--- config.mk ---
export PLATFORM = sky130hd
export DESIGN_NAME = flappy_game_ctrl_flat
export DESIGN_NICKNAME = d
export VERILOG_FILES = /design/src/rtl/flappy_game_ctrl_if.sv /design/src/rtl/flappy_game_ctrl.sv /design/src/flat_wrapper.sv
export SDC_FILE = /design/constraint.sdc
export NUM_CORES = 1
export LEC_CHECK = 0
export ABC_AREA = 1
export BUFFER_PORTS_ARGS = -buffer_cell sky130_fd_sc_hd__buf_4
export CORE_MARGIN = 5
export CORE_UTILIZATION = 40
export CTS_CLUSTER_SIZE = 14
export DETAILED_ROUTE_END_ITERATION = 12
export PLACE_DENSITY = 0.59
export SLEW_MARGIN = 20
export SYNTH_ARGS = -nofsm -noshare
export SYNTH_HDL_FRONTEND = slang
export SYNTH_SLANG_ARGS = --single-unit
--- constraint.sdc ---
create_clock -name clk -period 14.4 [get_ports clk]
set_clock_uncertainty 0.1 [all_clocks]
set_input_delay 1.44 -clock clk [delete_from_list [all_inputs] [get_ports clk]]
set_output_delay 1.44 -clock clk [all_outputs]
set_load 0.05 [all_outputs]
--- src/rtl/flappy_game_ctrl_if.sv ---
// flappy_game_ctrl_if: bundle between the game engine and the game-state controller
// master (engine side): drives frame_tick, flap_req, bird_y, pipe_x0..2, pipe_gap_y0..2
// slave (controller): drives state, pipes_run, bird_run, flap_pending, restart,
//                     score_bcd, high_bcd, collision
interface flappy_game_ctrl_if;
   logic        frame_tick;
   logic        flap_req;
   logic [9:0]  bird_y;
   logic [10:0] pipe_x0, pipe_x1, pipe_x2;
   logic [5:0]  pipe_gap_y0, pipe_gap_y1, pipe_gap_y2;
   logic [1:0]  state;
   logic        pipes_run, bird_run, flap_pending, restart, collision;
   logic [11:0] score_bcd, high_bcd;
   modport master (
      output frame_tick, flap_req, bird_y, pipe_x0, pipe_x1, pipe_x2,
             pipe_gap_y0, pipe_gap_y1, pipe_gap_y2,
      input  state, pipes_run, bird_run, flap_pending, restart, score_bcd, high_bcd, collision
   );
   modport slave (
      input  frame_tick, flap_req, bird_y, pipe_x0, pipe_x1, pipe_x2,
             pipe_gap_y0, pipe_gap_y1, pipe_gap_y2,
      output state, pipes_run, bird_run, flap_pending, restart, score_bcd, high_bcd, collision
   );
endinterface

--- src/rtl/flappy_game_ctrl.sv ---
// flappy_game_ctrl: per-frame collision/pass scan, IDLE/PLAY/DEAD/OVER FSM and BCD score
// clk   : system clock
// reset : asynchronous active-high, clears all state
// bus   : flappy_game_ctrl_if.slave (frame snapshot inputs in, state/score/flags out)
module flappy_game_ctrl #(
   parameter int BIRD_X          = 100,
   parameter int BIRD_WIDTH      = 34,
   parameter int BIRD_HEIGHT     = 24,
   parameter int PIPE_WIDTH      = 70,
   parameter int PIPE_GAP_HEIGHT = 120,
   parameter int SCREEN_H        = 480,
   parameter int DEATH_FRAMES    = 60
) (
   input logic               clk,
   input logic               reset,
   flappy_game_ctrl_if.slave bus
);
   typedef enum logic [1:0] {IDLE, PLAY, DEAD, OVER} state_t;
   localparam logic [11:0] X_LEFT  = 12'(BIRD_X);
   localparam logic [11:0] X_RIGHT = 12'(BIRD_X + BIRD_WIDTH);
   localparam logic [11:0] P_WIDTH = 12'(PIPE_WIDTH);
   localparam logic [11:0] HALF    = 12'(PIPE_GAP_HEIGHT / 2);
   localparam logic [11:0] GROUND  = 12'(SCREEN_H - BIRD_HEIGHT);
   localparam logic [11:0] B_SPAN  = 12'(BIRD_HEIGHT - 1);
   localparam logic [5:0]  D_LAST  = 6'(DEATH_FRAMES - 1);
   state_t      st;
   logic [10:0] snap_x [3];
   logic [10:0] prev_x [3];
   logic [5:0]  snap_g [3];
   logic [9:0]  snap_y;
   logic [2:0]  phase;
   logic        hit_acc;
   logic [1:0]  pass_acc;
   logic [5:0]  dcnt;
   logic [11:0] score, high;
   logic        fp, rst_pulse, coll;
   logic [1:0]  idx;
   logic [11:0] cx, cp, by, center, top, bot, sum;
   logic        overlap, hit, pass;
   // digit-wise BCD add of 0..3; a carry out of the hundreds digit saturates at 999
   function automatic logic [11:0] bcd_add(input logic [11:0] s, input logic [1:0] n);
      logic [4:0] d0, d1, d2;
      d0 = {1'b0, s[3:0]} + {3'b0, n};
      d1 = {1'b0, s[7:4]} + {4'b0, d0 > 5'd9};
      d2 = {1'b0, s[11:8]} + {4'b0, d1 > 5'd9};
      return d2 > 5'd9 ? 12'h999 :
             {d2[3:0], d1 > 5'd9 ? 4'(d1 - 5'd10) : d1[3:0], d0 > 5'd9 ? 4'(d0 - 5'd10) : d0[3:0]};
   endfunction
   always_comb begin
      idx     = phase == 3'd2 ? 2'd1 : phase == 3'd3 ? 2'd2 : 2'd0;
      cx      = {1'b0, snap_x[idx]};
      cp      = {1'b0, prev_x[idx]};
      by      = {2'b0, snap_y};
      center  = {6'b0, snap_g[idx]} * 12'd5 + 12'd85;
      top     = center - HALF;
      bot     = center + HALF;
      overlap = cx < X_RIGHT && cx + P_WIDTH > X_LEFT;
      hit     = (overlap && (by < top || by + B_SPAN > bot)) || (phase == 3'd1 && by >= GROUND);
      // cx <= cp rejects a pipe that wrapped back to its start column
      pass    = cp + P_WIDTH > X_LEFT && cx + P_WIDTH <= X_LEFT && cx <= cp;
      sum     = bcd_add(score, pass_acc);
   end
   always_ff @(posedge clk or posedge reset) begin
      if (reset) begin
         st        <= IDLE;
         snap_x    <= '{default: '0};
         prev_x    <= '{default: '0};
         snap_g    <= '{default: '0};
         snap_y    <= '0;
         phase     <= '0;
         hit_acc   <= 1'b0;
         pass_acc  <= '0;
         dcnt      <= '0;
         score     <= '0;
         high      <= '0;
         fp        <= 1'b0;
         rst_pulse <= 1'b0;
         coll      <= 1'b0;
      end else begin
         rst_pulse <= 1'b0;
         if (bus.frame_tick && phase == 3'd0) begin
            prev_x   <= snap_x;
            snap_x   <= '{bus.pipe_x0, bus.pipe_x1, bus.pipe_x2};
            snap_g   <= '{bus.pipe_gap_y0, bus.pipe_gap_y1, bus.pipe_gap_y2};
            snap_y   <= bus.bird_y;
            phase    <= 3'd1;
            hit_acc  <= 1'b0;
            pass_acc <= '0;
         end else if (phase != 3'd0) begin
            phase <= phase == 3'd4 ? 3'd0 : phase + 3'd1;
            if (phase != 3'd4) begin
               hit_acc  <= hit_acc | hit;
               pass_acc <= pass_acc + {1'b0, pass};
            end
         end
         if (phase == 3'd4 && st == PLAY) begin
            if (hit_acc) begin
               st   <= DEAD;
               coll <= 1'b1;
            end else score <= sum;
         end
         // a flap accepted in the tick cycle wins over the clear, so it lands on the next frame
         fp <= (bus.flap_req && (st == IDLE || st == PLAY)) ? 1'b1 : bus.frame_tick ? 1'b0 : fp;
         if (bus.flap_req && st == IDLE) st <= PLAY;
         if (st == DEAD && bus.frame_tick) begin
            if (dcnt == D_LAST) begin
               st <= OVER;
               if (score > high) high <= score;
            end else dcnt <= dcnt + 6'd1;
         end
         // clearing both snapshots keeps prev_x zero for the first PLAY frame
         if (st == OVER && bus.flap_req) begin
            st        <= IDLE;
            rst_pulse <= 1'b1;
            score     <= '0;
            coll      <= 1'b0;
            dcnt      <= '0;
            snap_x    <= '{default: '0};
            prev_x    <= '{default: '0};
         end
      end
   end
   assign bus.state        = st;
   assign bus.pipes_run    = st == PLAY;
   assign bus.bird_run     = st == PLAY || st == DEAD;
   assign bus.flap_pending = fp;
   assign bus.restart      = rst_pulse;
   assign bus.score_bcd    = score;
   assign bus.high_bcd     = high;
   assign bus.collision    = coll;
   assert property (@(posedge clk) disable iff (reset) !(bus.frame_tick && phase != 3'd0));
endmodule
--- src/flat_wrapper.sv ---
// flat-port wrapper written by rule: the top's interface ports become plain ports
module flappy_game_ctrl_flat 
#(
   parameter int BIRD_X          = 100,
   parameter int BIRD_WIDTH      = 34,
   parameter int BIRD_HEIGHT     = 24,
   parameter int PIPE_WIDTH      = 70,
   parameter int PIPE_GAP_HEIGHT = 120,
   parameter int SCREEN_H        = 480,
   parameter int DEATH_FRAMES    = 60
)
  (clk, reset, bus_frame_tick, bus_flap_req, bus_bird_y, bus_pipe_x0, bus_pipe_x1, bus_pipe_x2, bus_pipe_gap_y0, bus_pipe_gap_y1, bus_pipe_gap_y2, bus_state, bus_pipes_run, bus_bird_run, bus_flap_pending, bus_restart, bus_score_bcd, bus_high_bcd, bus_collision);
  flappy_game_ctrl_if bus_i ();
  input logic clk;
  input logic reset;
  input wire logic [$bits(bus_i.frame_tick)-1:0] bus_frame_tick;
  input wire logic [$bits(bus_i.flap_req)-1:0] bus_flap_req;
  input wire logic [$bits(bus_i.bird_y)-1:0] bus_bird_y;
  input wire logic [$bits(bus_i.pipe_x0)-1:0] bus_pipe_x0;
  input wire logic [$bits(bus_i.pipe_x1)-1:0] bus_pipe_x1;
  input wire logic [$bits(bus_i.pipe_x2)-1:0] bus_pipe_x2;
  input wire logic [$bits(bus_i.pipe_gap_y0)-1:0] bus_pipe_gap_y0;
  input wire logic [$bits(bus_i.pipe_gap_y1)-1:0] bus_pipe_gap_y1;
  input wire logic [$bits(bus_i.pipe_gap_y2)-1:0] bus_pipe_gap_y2;
  output wire logic [$bits(bus_i.state)-1:0] bus_state;
  output wire logic [$bits(bus_i.pipes_run)-1:0] bus_pipes_run;
  output wire logic [$bits(bus_i.bird_run)-1:0] bus_bird_run;
  output wire logic [$bits(bus_i.flap_pending)-1:0] bus_flap_pending;
  output wire logic [$bits(bus_i.restart)-1:0] bus_restart;
  output wire logic [$bits(bus_i.score_bcd)-1:0] bus_score_bcd;
  output wire logic [$bits(bus_i.high_bcd)-1:0] bus_high_bcd;
  output wire logic [$bits(bus_i.collision)-1:0] bus_collision;
  assign bus_i.frame_tick = bus_frame_tick;
  assign bus_i.flap_req = bus_flap_req;
  assign bus_i.bird_y = bus_bird_y;
  assign bus_i.pipe_x0 = bus_pipe_x0;
  assign bus_i.pipe_x1 = bus_pipe_x1;
  assign bus_i.pipe_x2 = bus_pipe_x2;
  assign bus_i.pipe_gap_y0 = bus_pipe_gap_y0;
  assign bus_i.pipe_gap_y1 = bus_pipe_gap_y1;
  assign bus_i.pipe_gap_y2 = bus_pipe_gap_y2;
  assign bus_state = bus_i.state;
  assign bus_pipes_run = bus_i.pipes_run;
  assign bus_bird_run = bus_i.bird_run;
  assign bus_flap_pending = bus_i.flap_pending;
  assign bus_restart = bus_i.restart;
  assign bus_score_bcd = bus_i.score_bcd;
  assign bus_high_bcd = bus_i.high_bcd;
  assign bus_collision = bus_i.collision;
  flappy_game_ctrl #(.BIRD_X(BIRD_X), .BIRD_WIDTH(BIRD_WIDTH), .BIRD_HEIGHT(BIRD_HEIGHT), .PIPE_WIDTH(PIPE_WIDTH), .PIPE_GAP_HEIGHT(PIPE_GAP_HEIGHT), .SCREEN_H(SCREEN_H), .DEATH_FRAMES(DEATH_FRAMES)) u_core (.clk(clk), .reset(reset), .bus(bus_i));
endmodule
Word level (Yosys, flattened, before mapping)
Index checks and enable logic that the tools add are counted.

Word-level logic and storage cells: 136. Register bits after elaboration: 135. Input port bits: 65. Output and inout bits: 31.

$add $sub $neg: 14. $mul: 1. Order comparisons: 13. Mux-type cells: 45. Bitwise logic cells: 2. Equal/unequal tests: 11. Reduce and logical (&&, ||, !) cells: 30.

Operators with widths (number): $mux 33 (4); $mux 12 (4); $bmux 11 s2 (2); $mux 11 (4); $mux 6 (5); $add 11x7->12 const B (2); $gt 12x12->1 (2); $gt 12x7->1 const B (2); $mux 2 (11); $gt 5x4->1 const B (3); $reduce_bool 2->1 (7); $add 12x6->12 const B (1); $bmux 6 s2 (1); $le 12x7->1 const B (1); $lt 10x12->1 (1); $sub 12x6->12 const B (1); $add 10x5->11 const B (1); $le 11x11->1 (1); $logic_and 1x1->1 (11); $lt 11x8->1 const B (1); $add 4x1->5 (2); $add 9x7->10 const B (1); $ge 10x9->1 const B (1); $mul 6x3->9 const B (1); 25 further kinds (46).

Longest topological paths before layout
Depth after elaboration: 18. Depth in mapped cells: 33. Mapped depth without buffers: 31.

Least setup slack after synthesis
No wires, ideal clock.

Path kind: register to register. From: register u_core.phase[0]. To: register u_core.hit_acc. Data arrival time: 4569 ps. Clock period less this slack: 4787 ps. Data required time: 14182 ps. Cell stages (with the launch flop): 30. Setup time: 118 ps. Buffers on the path: 1. Slack: 9613 ps. Path through: dfrtp_1 ha_1 ha_1 nand2_8 inv_4 buf_6 a221oi_1 ha_1 fa_1 ha_1 a21oi_1 nor2_1 nor2_1 nand2_1 xor2_1 inv_1 nand4_1 xor2_1 ha_1 nand3_1 nor3_1 nand3b_1 o21ai_0 nand2_1 inv_1 nand2_1 nand3_1 nand3_1 nand3_1 nand2_1.

Word-level cells in the longest chain between the ends: 18. Elaborated cells on any way between the ends: 37. Those cells by class: add/sub (4); mul (1); order compare (4); eq/ne (4); mux (11); bitwise (2); reduce/logical (11).

Ends and longest elaborated chain: from (decl) (RTL line flappy_game_ctrl.sv:31) `logic [2:0] phase;`; from (signal assigned) (RTL line flappy_game_ctrl.sv:90) `phase <= phase == 3'd4 ? 3'd0 : phase + 3'd1;`; $eq 3x2->1 (RTL line flappy_game_ctrl.sv:50) `idx = phase == 3'd2 ? 2'd1 : phase == 3'd3 ? 2'd2 : 2'd0;`; $mux 2 (2 in a row) (RTL line flappy_game_ctrl.sv:50); $not 2->3 (implied by the code) (RTL line flappy_game_ctrl.sv:51, flappy_game_ctrl.sv:54); $bmux 6 s2 (RTL line flappy_game_ctrl.sv:54) `center = {6'b0, snap_g[idx]} * 12'd5 + 12'd85;`; $mux 6 (implied by the code) (2 in a row) (RTL line flappy_game_ctrl.sv:54); $mul 6x3->9 (RTL line flappy_game_ctrl.sv:54); $add 9x7->10 (RTL line flappy_game_ctrl.sv:54); $sub 12x6->12 or $add 12x6->12 (tied branches) (RTL line flappy_game_ctrl.sv:55, flappy_game_ctrl.sv:56); $lt 10x12->1 or $gt 12x12->1 (tied branches) (RTL line flappy_game_ctrl.sv:58) `hit = (overlap && (by < top || by + B_SPAN > bot)) || (phase == 3'd1 && by >= GROUND);`; $logic_or 1x1->1 (RTL line flappy_game_ctrl.sv:58); $logic_and 1x1->1 (RTL line flappy_game_ctrl.sv:58); $logic_or 1x1->1 (RTL line flappy_game_ctrl.sv:58); $or 1x1->1 (RTL line flappy_game_ctrl.sv:92) `hit_acc <= hit_acc | hit;`; $mux 1 (RTL line flappy_game_ctrl.sv:91) `if (phase != 3'd4) begin`; $mux 1 (RTL line flappy_game_ctrl.sv:89) `end else if (phase != 3'd0) begin`; $mux 1 (RTL line flappy_game_ctrl.sv:81) `if (bus.frame_tick && phase == 3'd0) begin`; to (signal assigned) (RTL line flappy_game_ctrl.sv:92); to (decl) (RTL line flappy_game_ctrl.sv:32) `logic hit_acc;`.

Parallel ways exist; a longest one is shown, timed or not. The select of a mux whose other input is x is not followed. A chain may end at the register's enable or synchronous reset.

Worst setup path in the final report
From: register u_core.phase[2]. To: register u_core.hit_acc.

The elaborated chain is that of the path after synthesis.

==> results.cfg <==
[place]
port_buffers = 95
gp_congestion = 0.826
dp_hpwl_mm = 15.9

[run_status]
outcome = completed

[min_path]
hold_path_class = flop to flop
worstHoldStart = u_core.dcnt[5]$_DFFE_PP0P_
hold_depth = 1
hold_end = u_core.dcnt[5]$_DFFE_PP0P_

[grt]
grt_overflow = 0
grt_pass1_wl_mm = 36.7
grt_usage_pct = 18.4
grt_pass1_vias = 7298
grt_antenna_before_repair = 0
grt_max_degree = 85

[sta]
setup_viol = 0
slew_violations = 0
tightest_slew_ns = 0.961
finalHoldViolations = 0
period_share_pct = 40.7
rsz0062_at_grt = no
whs_ns = 0.369
tns_ns = 0
slew_headroom_pct = 35.9
fin_crit_ns = 5.85
fmax_mhz = 171

[finish]
layout-drive-gt1-share_pct = 13.1
final_cell_mix = nand2_1, inv_1, nand3_1
design.final.nets = 1324
antenna_cells = 0
fin_util_pct = 48.0
area_delta_synth_final_pct = 17.5
fillerInstances = 2115
layout.cells.most_common = nand2_1

[floorplanning]
die_area_mm2 = 0.0247
die_w_um = 157
start_util_pct = 40.9
pin_count = 96
die_h_um = 157
num_rows = 53
coreArea_mm2 = 0.0212

[yosys]
synth-edff-count = 0
synth_cell_types = 51
syn_nets = 1247
syn-instance-count = 1093
seq_area_frac_synth_pct = 38.9
synth_warnings = 0
synth_flop_cell = dfrtp_1
syn_area_mm2 = 0.00868
ys_ff_latch = 135
synth.avg_cell_area_um2 = 7.94
synth-async-reset-ratio_pct = 100

[drt]
wl_per_cell_um = 15.2
firstDrtPassIters = 5
drt_iter0_drc = 390
via_count = 7397
avgViaCountPerCell = 5.07
drc_errors = 0
ant_nets = 0
drt_wl_total_mm = 22.1

[clocking]
clk_latency_ns = 0.43
htreeDepth = 4
cts-root-buf = clkbuf_16
cts_num_sinks = 135
clkTransAtPathRegs_ns = 0.06
clk_path_buf_depth = 2
postCtsHoldBufs = 0
cts_buffers = 17
post_cts.repair.setup_buffers = 0
cts_tree = yes
post_cts_resized = 0

[worst_setup_path]
timing.rr.start = u_core.phase[2]$_DFFE_PP0P_
crit_cells = 29
critPathMaxFanout = 21
r2r_setup_slack_ns = 8.55
rr_endpoint = u_core.hit_acc$_DFFE_PP0P_
critPathLaunchType = flop
slowest_delay_ns = 0.71
worstSetupStartpoint = u_core.phase[2]$_DFFE_PP0P_
cp_top_family = adder cells
worstPathArrival_ns = 6.07
critPathBufInv = 5
crit_path_end_kind = flop
critPathRequiredTime_ns = 14.62
criticalPathCategory = flop to flop
crit_top_cell = nand3_1
reg2reg_depth = 29
crit_path_top_delay_cell = ha_1

[flow_run]
drv_cap = 0
[state kept, by name (all words and copies together), names as in the netlist]
| signal | flops |
|---|---|
| u_core.bus.restart | 1 |
| u_core.snap_y | 10 |
| u_core.phase | 3 |
| u_core.hit_acc | 1 |
| u_core.bus.flap_pending | 1 |
| u_core.snap_g | 18 |
| u_core.bus.state | 2 |
| u_core.prev_x | 33 |
| u_core.dcnt | 6 |
| u_core.bus.collision | 1 |
| u_core.bus.score_bcd | 12 |
| u_core.snap_x | 33 |
| u_core.bus.high_bcd | 12 |
| u_core.pass_acc | 2 |
[through the flow]
step           cells  setup WS [ns]  instance area, um2
6_report        1458           8.55               10200
5_1_grt         1458           7.97               10200
4_1_cts         1458           8.58               10200
3_5_place_dp    1426           8.63                9570
3_3_place_gp    1426           8.87                9570
2_1_floorplan   1093           9.25                8680
[layer usage]
metal	track usage, %	up-vias	wire, um
met5	0	-	0
met4	5.12	0	254
met3	3.60	15	937
met2	28.3	153	9860
met1	26.5	3424	11100
li1	-	3805	-
[cell usage after synthesis (4+ instances only)]
cell,instances,share of area [%]
o31ai_1,21,1.8
o22ai_1,5,0.36
o21ai_0,114,6.6
xnor2_1,4,0.40
nand3b_1,4,0.35
buf_1,9,0.39
buf_6,5,0.65
ha_1,87,13
nand4_1,10,0.72
inv_1,160,6.9
xor2_1,22,2.2
a21oi_1,42,2.4
clkbuf_1,23,1.0
a21oi_2,4,0.40
nor3_1,13,0.75
nand2_1,185,8.0
nor2_1,50,2.2
dfrtp_1,135,39
nand3_1,139,8.0
o21ai_1,11,0.63
a221oi_1,5,0.50
[final cells by class]
| cell class | count | area, um2 | share of cell area [%] |
|---|---|---|---|
| multi-input cells | 751 | 4480 | 43.9 |
| repair buffers | 100 | 751 | 7.36 |
| flip-flops and latches | 135 | 3380 | 33.1 |
| clock inverters | 13 | 166 | 1.63 |
| well taps | 275 | 344 | 3.37 |
| clock buffers | 19 | 453 | 4.44 |
| inverters | 165 | 627 | 6.15 |
[worst max-delay path by stage]
| stage | to | slack [ns] |
|---|---|---|
| 2_1_floorplan | u_core.bus.collision$_DFFE_PP0P_ | 9.25 |
| 3_3_place_gp | u_core.hit_acc$_DFFE_PP0P_ | 8.87 |
| 3_5_place_dp | u_core.hit_acc$_DFFE_PP0P_ | 8.63 |
| 4_1_cts | u_core.hit_acc$_DFFE_PP0P_ | 8.58 |
| 5_1_grt | u_core.hit_acc$_DFFE_PP0P_ | 7.97 |
| 6_report | u_core.hit_acc$_DFFE_PP0P_ | 8.55 |
[kinds of logic (layout without fill, tap and decap cells)]
group	after synthesis	in the layout	synth area share, %
adder cells (fa/ha/maj)	89	89	13.0
buffers and inverters	207	297	9.55
AO/OA/AOI/OAI	221	221	14.6
XOR/XNOR	26	26	2.62
AND/OR/NAND/NOR	414	414	21.3
flip-flops	135	135	38.9
other	1	1	0.0432
Power is left out: the tool's default activity adds up to more than one toggle a clock period on the data nets, which glitch-free logic cannot reach.
